<file path="src/rtl/wb_arbiter_pkg.sv">
// Shared EXE/WB definitions for the writeback arbiter.
// Pipe IDs double as fixed arbitration priority.
package wb_arbiter_pkg;

  localparam int NUM_EXE_PIPES    = 4;
  localparam int EXE_PIPE_ID_ALU  = 0;
  localparam int EXE_PIPE_ID_LSU  = 1;
  localparam int EXE_PIPE_ID_MUL  = 2;
  localparam int EXE_PIPE_ID_DIV  = 3;

  localparam int REG_WIDTH        = 32;
  localparam int NUM_REGS         = 32;
  localparam int REG_ADDR_W       = 5;

  localparam int WB_STARVE_LIMIT  = 4;
  localparam int WB_AGE_W         = 3;

  typedef struct packed {
    logic                  wr_en;
    logic [REG_ADDR_W-1:0] rd;
    logic [REG_WIDTH-1:0]  wr_data;
  } wb_ix_inf_t;

  typedef struct packed {
    logic                  wr;
    logic [REG_ADDR_W-1:0] rd;
    logic [REG_WIDTH-1:0]  data;
  } wb_req_t;

  function automatic logic is_real_write(
    input wb_req_t r
  );
    return r.wr && (r.rd != '0);
  endfunction

endpackage

</file>
<file path="src/rtl/wb_arbiter_if.sv">
// Exe-pipe to IX writeback bundle.
// master = exe pipes, slave = arbiter.
interface wb_arbiter_if;
  import wb_arbiter_pkg::*;

  logic [NUM_EXE_PIPES-1:0]                 req_valid;
  logic [NUM_EXE_PIPES-1:0]                 req_wr;
  logic [NUM_EXE_PIPES-1:0][REG_ADDR_W-1:0] req_rd;
  logic [NUM_EXE_PIPES-1:0][REG_WIDTH-1:0]  req_data;
  logic [NUM_EXE_PIPES-1:0]                 req_ready;
  wb_ix_inf_t                               wb_out;
  logic [NUM_EXE_PIPES-1:0]                 grant;
  logic [NUM_REGS-1:0]                      pending_rd;

  modport master (
    output req_valid, req_wr, req_rd, req_data,
    input  req_ready, wb_out, grant, pending_rd
  );

  modport slave (
    input  req_valid, req_wr, req_rd, req_data,
    output req_ready, wb_out, grant, pending_rd
  );

endinterface

</file>
<file path="src/rtl/wb_arbiter_hold.sv">
// One-entry holding buffer with starvation age.
// Incoming request bypasses the buffer when empty.
module wb_hold_buffer
  import wb_arbiter_pkg::*;
#(
  parameter int AGE_W = WB_AGE_W
) (
  input  logic                  clk,
  input  logic                  rst_n,
  input  logic                  in_take,
  input  wb_req_t               in_req,
  input  logic                  win,
  output logic                  cand,
  output wb_req_t               cand_req,
  output logic [AGE_W-1:0]      age,
  output logic                  full,
  output logic [REG_ADDR_W-1:0] buf_rd,
  output logic                  ready
);

  wb_req_t          buf_q;
  logic             full_q;
  logic [AGE_W-1:0] age_q;

  assign cand     = full_q | in_take;
  assign cand_req = full_q ? buf_q : in_req;
  assign age      = age_q;
  assign full     = full_q;
  assign buf_rd   = buf_q.rd;
  assign ready    = !full_q;

  // Drain on a win; capture an incoming loser.
  always_ff @(posedge clk) begin
    if (!rst_n) begin
      full_q <= 1'b0;
      buf_q  <= '0;
    end else if (full_q) begin
      if (win) full_q <= 1'b0;
    end else if (in_take && !win) begin
      full_q <= 1'b1;
      buf_q  <= in_req;
    end
  end

  // Count consecutive lost arbitrations, saturating.
  always_ff @(posedge clk) begin
    if (!rst_n) begin
      age_q <= '0;
    end else if (cand && !win) begin
      if (age_q != {AGE_W{1'b1}}) age_q <= age_q + 1'b1;
    end else begin
      age_q <= '0;
    end
  end

endmodule

</file>
<file path="src/rtl/wb_arbiter.sv">
// Writeback port arbiter: ALU > LSU > MUL > DIV,
// with age-based promotion of starved pipes.
module wb_arbiter
  import wb_arbiter_pkg::*;
#(
  parameter int NUM_PIPES    = NUM_EXE_PIPES,
  parameter int STARVE_LIMIT = WB_STARVE_LIMIT,
  parameter int AGE_W        = WB_AGE_W
) (
  input logic        clk,
  input logic        rst_n,
  wb_arbiter_if.slave bus
);

  localparam logic [AGE_W-1:0] LIMIT = AGE_W'(STARVE_LIMIT);

  logic [NUM_PIPES-1:0]  take;
  logic [NUM_PIPES-1:0]  cand;
  logic [NUM_PIPES-1:0]  win;
  logic [NUM_PIPES-1:0]  full;
  logic [NUM_PIPES-1:0]  ready;
  wb_req_t               in_req   [NUM_PIPES];
  wb_req_t               cand_req [NUM_PIPES];
  logic [AGE_W-1:0]      age      [NUM_PIPES];
  logic [REG_ADDR_W-1:0] buf_rd   [NUM_PIPES];

  wb_req_t               win_req;
  logic                  found;
  wb_ix_inf_t            wb_q;
  logic [NUM_PIPES-1:0]  grant_q;
  logic [NUM_REGS-1:0]   pend;

  for (genvar p = 0; p < NUM_PIPES; p++) begin : g_pipe
    assign in_req[p] = '{
      wr:   bus.req_wr[p],
      rd:   bus.req_rd[p],
      data: bus.req_data[p]
    };
    assign take[p] = bus.req_valid[p] & ready[p]
                   & is_real_write(in_req[p]);

    wb_hold_buffer #(.AGE_W(AGE_W)) u_hold (
      .clk      (clk),
      .rst_n    (rst_n),
      .in_take  (take[p]),
      .in_req   (in_req[p]),
      .win      (win[p]),
      .cand     (cand[p]),
      .cand_req (cand_req[p]),
      .age      (age[p]),
      .full     (full[p]),
      .buf_rd   (buf_rd[p]),
      .ready    (ready[p])
    );
  end

  // Starved candidates first, then plain fixed priority.
  always_comb begin
    win     = '0;
    found   = 1'b0;
    win_req = '0;
    for (int p = 0; p < NUM_PIPES; p++) begin
      if (!found && cand[p] && age[p] >= LIMIT) begin
        win[p]  = 1'b1;
        found   = 1'b1;
        win_req = cand_req[p];
      end
    end
    for (int p = 0; p < NUM_PIPES; p++) begin
      if (!found && cand[p]) begin
        win[p]  = 1'b1;
        found   = 1'b1;
        win_req = cand_req[p];
      end
    end
  end

  // Register the winning write; rd/data hold when idle.
  always_ff @(posedge clk) begin
    if (!rst_n) begin
      wb_q    <= '0;
      grant_q <= '0;
    end else if (found) begin
      wb_q    <= '{
        wr_en:   win_req.wr,
        rd:      win_req.rd,
        wr_data: win_req.data
      };
      grant_q <= win;
    end else begin
      wb_q.wr_en <= 1'b0;
      grant_q    <= '0;
    end
  end

  // Destinations currently parked in a buffer.
  always_comb begin
    pend = '0;
    for (int p = 0; p < NUM_PIPES; p++) begin
      if (full[p]) pend[buf_rd[p]] = 1'b1;
    end
  end

  assign bus.req_ready  = ready;
  assign bus.wb_out     = wb_q;
  assign bus.grant      = grant_q;
  assign bus.pending_rd = pend;

endmodule

</file>
<file path="src/flat_wrapper.sv">
// flat-port wrapper written by rule: the top's interface ports become plain ports
module wb_arbiter_flat import wb_arbiter_pkg::*;
#(
  parameter int NUM_PIPES    = NUM_EXE_PIPES,
  parameter int STARVE_LIMIT = WB_STARVE_LIMIT,
  parameter int AGE_W        = WB_AGE_W
)
  (clk, rst_n, bus_req_valid, bus_req_wr, bus_req_rd, bus_req_data, bus_req_ready, bus_wb_out, bus_grant, bus_pending_rd);
  wb_arbiter_if bus_i ();
  input logic clk;
  input logic rst_n;
  input wire logic [$bits(bus_i.req_valid)-1:0] bus_req_valid;
  input wire logic [$bits(bus_i.req_wr)-1:0] bus_req_wr;
  input wire logic [$bits(bus_i.req_rd)-1:0] bus_req_rd;
  input wire logic [$bits(bus_i.req_data)-1:0] bus_req_data;
  output wire logic [$bits(bus_i.req_ready)-1:0] bus_req_ready;
  output wire logic [$bits(bus_i.wb_out)-1:0] bus_wb_out;
  output wire logic [$bits(bus_i.grant)-1:0] bus_grant;
  output wire logic [$bits(bus_i.pending_rd)-1:0] bus_pending_rd;
  assign bus_i.req_valid = bus_req_valid;
  assign bus_i.req_wr = bus_req_wr;
  assign bus_i.req_rd = bus_req_rd;
  assign bus_i.req_data = bus_req_data;
  assign bus_req_ready = bus_i.req_ready;
  assign bus_wb_out = bus_i.wb_out;
  assign bus_grant = bus_i.grant;
  assign bus_pending_rd = bus_i.pending_rd;
  wb_arbiter #(.NUM_PIPES(NUM_PIPES), .STARVE_LIMIT(STARVE_LIMIT), .AGE_W(AGE_W)) u_core (.clk(clk), .rst_n(rst_n), .bus(bus_i));
endmodule
</file>
<file path="config.mk">
export PLATFORM = sky130hd
export DESIGN_NAME = wb_arbiter_flat
export DESIGN_NICKNAME = d
export VERILOG_FILES = /design/src/rtl/wb_arbiter_pkg.sv /design/src/rtl/wb_arbiter_if.sv /design/src/rtl/wb_arbiter_hold.sv /design/src/rtl/wb_arbiter.sv /design/src/flat_wrapper.sv
export SDC_FILE = /design/constraint.sdc
export NUM_CORES = 1
export LEC_CHECK = 0
export CAP_MARGIN = 10
export CORE_MARGIN = 1
export CORE_UTILIZATION = 54
export DETAILED_ROUTE_END_ITERATION = 10
export PLACE_DENSITY = 0.82
export SLEW_MARGIN = 20
export SYNTH_ARGS = -nofsm -noshare
export SYNTH_HDL_FRONTEND = slang
export SYNTH_SLANG_ARGS = --single-unit
</file>
<file path="constraint.sdc">
create_clock -name clk -period 4.25 [get_ports clk]
set_input_delay 1.275 -clock clk [delete_from_list [all_inputs] [get_ports clk]]
set_output_delay 1.275 -clock clk [all_outputs]
set_load 0.005 [all_outputs]
</file>
Word level (Yosys, flattened, before mapping)
Index checks and enable logic that the tools add are counted.
Cells by class
  reduce and logical (&&, ||, !) cells: 55
  equality and inequality tests: 4
  $lt $le $gt $ge: 12
  muxes and demuxes: 51
  bitwise logic cells: 19
  add/subtract/negate cells: 4
Operator list (number)
  $mux 38: 12
  $mux 32: 4
  $or 32x32->32: 3
  $mux 1: 31
  $logic_and 1x1->1: 27
  $lt 5x6->1 const B: 4
  $demux 1 s5: 4
  $ge 5x1->1 const B: 4
  $reduce_bool 5->1: 4
  $reduce_and 2->1: 9
  $logic_not 1->1: 15
  $add 3x1->3 const B: 4
  $ge 3x3->1 const B: 4
  $ne 3x3->1 const B: 4
  $and 1x1->1: 8
  $not 1->1: 4
  $or 1x1->1: 4
Storage, ports and cells
  bits of input ports: 158
  output and inout port bits: 78
  logic and storage cells: 169
  flip-flop bits (word level): 210

Logic depth before layout (Yosys ltp)
  depth after elaboration: 34
  mapped depth: 12
  depth with buffers taken out: 7

Cells and area by module
From an unflattened synthesis, not the netlist that was laid out.
Unflattened totals
  cells, all modules: 1688
  area, all modules: 13814.5 µm²
By module, submodules not included
  wb_hold_buffer: instances 4, cells each 230, seq. area each 840.8 µm², area each 2183.3 µm²
  wb_arbiter: instances 1, cells each 768, seq. area each 840.8 µm², area each 5081.1 µm²

Least setup slack after synthesis
OpenSTA, ideal clock, no wires.
  path kind: input to register
  from: input bus_req_rd[14]
  to: register u_core.g_pipe[3].u_hold.buf_q, in the netlist u_core.g_pipe[3].u_hold.buf_rd[1]
  setup slack: 761 ps
  arrival time: 3372 ps
  data required time: 4134 ps
  stages on the path: 11
  setup time: 116 ps
  cells stage by stage: or3_1 > o311a_1 > or2_0 > buf_2 > nor3_4 > or4_1 > buf_4 > buf_12 > buf_8 > mux2i_1 > nor2b_1
Between the ends
  word-level cells in the longest chain between the ends: 26
  elaborated cells on any way between the ends: 27
  classes of those cells: 7 x mux; 2 x bitwise; 18 x reduce/logical
Ends and longest elaborated chain
  start: declaration: line flat_wrapper.sv:14  | input wire logic [$bits(bus_i.req_rd)-1:0] bus_req_rd;
  $reduce_bool 5->1 (*): line wb_arbiter_pkg.sv:33  | return r.wr && (r.rd != '0);
  $logic_and 1x1->1 (*): line wb_arbiter_pkg.sv:33
  $and 1x1->1 (*): line wb_arbiter.sv:40  | & is_real_write(in_req[p]);
  $or 1x1->1 (*): line wb_arbiter_hold.sv:25  | assign cand = full_q | in_take;
  $logic_and 1x1->1 (2 in a row): line wb_arbiter.sv:63  | if (!found && cand[p] && age[p] >= LIMIT) begin
  $mux 1: line wb_arbiter.sv:63
  $logic_not 1->1: line wb_arbiter.sv:63
  $logic_and 1x1->1 (2 in a row): line wb_arbiter.sv:63
  [8 not listed]
  $logic_and 1x1->1: line wb_arbiter.sv:70  | if (!found && cand[p]) begin
  $mux 1: line wb_arbiter.sv:70
  $logic_not 1->1: line wb_arbiter.sv:70
  $logic_and 1x1->1: line wb_arbiter.sv:70
  $mux 1 (*): line wb_arbiter.sv:70
  $logic_not 1->1 (*): line wb_arbiter_hold.sv:39  | end else if (in_take && !win) begin
  $logic_and 1x1->1 (*): line wb_arbiter_hold.sv:39
  $reduce_and 2->1 (no source line) (*)
  end signal: assignment: line wb_arbiter_hold.sv:41  | buf_q <= in_req;
  end: declaration: line wb_arbiter_hold.sv:21  | wb_req_t buf_q;
Every way passes the cells marked *; elsewhere a longest branch is shown, timed or not.
A chain may end at the register's enable or synchronous reset.

Worst setup path after layout
  from: register u_core.g_pipe[3].u_hold.full_q
  to: output bus_pending_rd[0]
Between the ends
  word-level cells in the longest chain between the ends: 1
Ends and longest elaborated chain
  start: declaration: line wb_arbiter_hold.sv:22  | logic full_q;
  start signal: assignment: line wb_arbiter_hold.sv:35  | full_q <= 1'b0;
  start signal: assignment: line wb_arbiter_hold.sv:38  | if (win) full_q <= 1'b0;
  start signal: assignment: line wb_arbiter_hold.sv:40  | full_q <= 1'b1;
  $mux 32: line wb_arbiter.sv:100  | if (full[p]) pend[buf_rd[p]] = 1'b1;
  end: declaration: line flat_wrapper.sv:19  | output wire logic [$bits(bus_i.pending_rd)-1:0] bus_pending_rd;
No other way between the ends.

==> metrics.cfg <==
[placement]
hpwl_um=32600
placed_cells=2013
pre_cts_ws_ps=64.4
place.gp.congestion=0.987
port_buffers=235

[routing]
drt-total-wl_um=45300
drc=0
drt-initial-drc-count=1595
viasPerCell=6.36
dr_total_vias=13100
dr.pass1.iters=9
wl_per_cell_um=22.0
detail-route-antenna-nets=0

[power]
pwr-share-comb_pct=22.4
switching_share_pct=29.0
peakVddDrop_v=0.000274
powerDensity_nw_per_um2=348
switchingPower_mw=1.66
pwr-share-clk_pct=39.0
power_frac_seq_pct=38.6
p_int_mw=4.07
leakage_nw=6.34

[timing]
period_share_pct=89.8
slew_headroom_pct=44.6
finalSetupViolations=0
tightest_slew_ps=829
rsz0062_at_grt=no
period_minus_slack_ps=3820
worst_slack_ps=434
final.setup_skew_ps=27.2
drv_slew=0
hold_violations=0
tns_ps=0
fmax_mhz=262

[flow_run]
maxCapViolCount=0

[worst_setup_path]
endpoint_kind=output port
crit_family=buffers and inverters
cp_num_buf_inv=2
critical_path_class=flop to output port
worstPathCellList=inv_1 -> or3_1 -> nor2_1 -> a21oi_1 -> o211ai_1 -> clkdlybuf4s50_1
critPathSlowestCell=clkdlybuf4s50_1
worstPathRequired_ps=2970
path_max_fanout=14
slowest_delay_ps=530
startpoint_type=flop
arrival_ps=2540

[floorplanning]
die_w_um=157
start_util_pct=55.1
die_area_um2=24600
num_rows=56
coreArea_um2=23500
die_h_um=157
io-pin-count=236

[status]
outcome=finished clean

[final_layout]
layout-drive-gt1-share_pct=11.4
stdcell_count=2058
area_growth_syn_to_layout_pct=27.2
fill_cells=1863
nets=1887
mostFrequentLayoutCell=clkdlybuf4s50_1
final_cell_mix=clkdlybuf4s50_1 (234), nand2_1 (217), dfxtp_1 (206), mux2i_1 (174)
fin_util_pct=70.1

[clock_network]
cts_setup_buffers=0
cts_buffer_depth=3
clockRootBuffer=clkbuf_16
cts_inserted_buffers=25
path_clk_slew_ps=60
clk_latency_ps=540
postCtsHoldBufs=0
clock_sinks=210
h-tree-depth=1
cts_tree=yes
ctsResizeCount=0

[yosys]
synthDistinctLibCells=61
synth_edf_count=0
yosys_most_used_dff=dfxtp_1
ys_async_sr_fraction_pct=0
syn-num-nets=1707
syn-mean-instance-area_um2=8.42
ys_ff_latch=210
synth_area_um2=13000
yosysWarnings=0
ys_seq_area_share_pct=32.4
synth_cells=1541

[global_routing]
grt_antenna_before_repair=1
overflow=0
grt_pass1_vias=12500
grt_pass1_wl_um=68900
grt_usage_pct=36.3
grt_max_degree=79

[hold_path]
hp-class=flop to flop

## final cells by class
class / instances / area [µm²] / area share (%)
multi-input combinational: 1176 / 8140 / 49.3
sequential: 210 / 4210 / 25.5
timing repair buffer: 290 / 2830 / 17.1
clock buffer: 33 / 706 / 4.28
tap: 319 / 399 / 2.42
clock inverter: 11 / 148 / 0.895
inverter: 18 / 67.6 / 0.410
antenna: 1 / 2.50 / 0.0152
## cell families (layout without fill, tap and decap cells)
| family | count (synthesis) | in the layout | share of synthesized area (%) |
|---|---|---|---|
| AO/OA/AOI/OAI | 433 | 433 | 24.0 |
| adder cells (fa/ha/maj) | 8 | 8 | 0.772 |
| other | 0 | 1 | 0 |
| buffers and inverters | 155 | 352 | 5.17 |
| multiplexers | 243 | 243 | 19.4 |
| XOR/XNOR | 4 | 4 | 0.270 |
| flip-flops | 210 | 210 | 32.4 |
| AND/OR/NAND/NOR | 488 | 488 | 18.0 |
## layer usage
metal  vias to the layer above  GRT usage (%)  part of all wire, %  wire length (µm)
li1                       5981              -                    -                 -
met1                      6142           42.1                   37             16800
met2                       813           59.8                   46             20800
met3                       163           6.66                  9.4              4250
met4                         0           26.8                  7.6              3430
met5                         -              0                    0                 0
## path summary, 6_finish.rpt
check	end	depth (start not counted)	slack, ps	startpoint
min reg2reg	u_core.g_pipe[0].u_hold.buf_q[19]	2	460	u_core.g_pipe[0].u_hold.buf_q[19]
max	bus_pending_rd[0]	6	430	u_core.g_pipe[3].u_hold.full
max reg2reg	u_core.g_pipe[1].u_hold.buf_q[21]	9	1080	u_core.g_pipe[1].u_hold.full
min	u_core.g_pipe[0].u_hold.buf_q[19]	2	460	u_core.g_pipe[0].u_hold.buf_q[19]
## worst reg2reg max path: stages, from the launching register on
cell and delay [ps]:
dfxtp_2 370, buf_4 510, or3_1 240, o21a_1 160, nor3b_1 700, a22oi_1 240
nand4_1 240, buf_12 250, mux2i_1 280, nor2b_1 70
## sequential cells by signal, summed over array words and instances (netlist names)
signal                       cells
u_core.g_pipe.u_hold.buf_q     132
u_core.bus.wb_out               38
u_core.g_pipe.u_hold.buf_rd     20
u_core.g_pipe.u_hold.age        12
u_core.bus.grant                 4
u_core.g_pipe.u_hold.full        4
## cells in the mapped netlist, types with 16 or more instances
cell type | count | area [µm²]
dfxtp_1 | 210 | 4200
nand3_1 | 18 | 90.1
a21boi_0 | 78 | 586
nor2b_1 | 75 | 469
a211oi_1 | 28 | 210
o22ai_1 | 23 | 144
a31oi_1 | 24 | 150
inv_1 | 17 | 63.8
a221o_1 | 16 | 160
nor2_1 | 78 | 293
nand2_1 | 217 | 815
nor3_1 | 28 | 140
a21oi_1 | 56 | 280
clkbuf_1 | 94 | 353
buf_1 | 18 | 67.6
a22oi_1 | 16 | 120
o221ai_1 | 42 | 368
o31ai_1 | 18 | 135
o21ai_0 | 49 | 245
mux2i_1 | 174 | 1740
o211a_1 | 17 | 170
mux2_2 | 69 | 777
## power groups by stage
stage	Sequential (mW)	Combinational [mW]	Clock, mW
6_report	2.22	1.28	2.24
5_1_grt	2.23	1.36	2.33
4_1_cts	2.21	1.26	2.24
3_5_place_dp	2.25	1.25	0
3_3_place_gp	2.24	1.23	0
2_1_floorplan	2.20	0.728	0
## per-stage QoR
step,power (mW),cell area [µm²],hold slack [ps]
6_report,5.73,16500,460
5_1_grt,5.91,16500,479
4_1_cts,5.71,16500,462
3_5_place_dp,3.50,15600,453
3_3_place_gp,3.47,15600,442
2_1_floorplan,2.93,13000,432
Power figures use the tool's default switching activity.
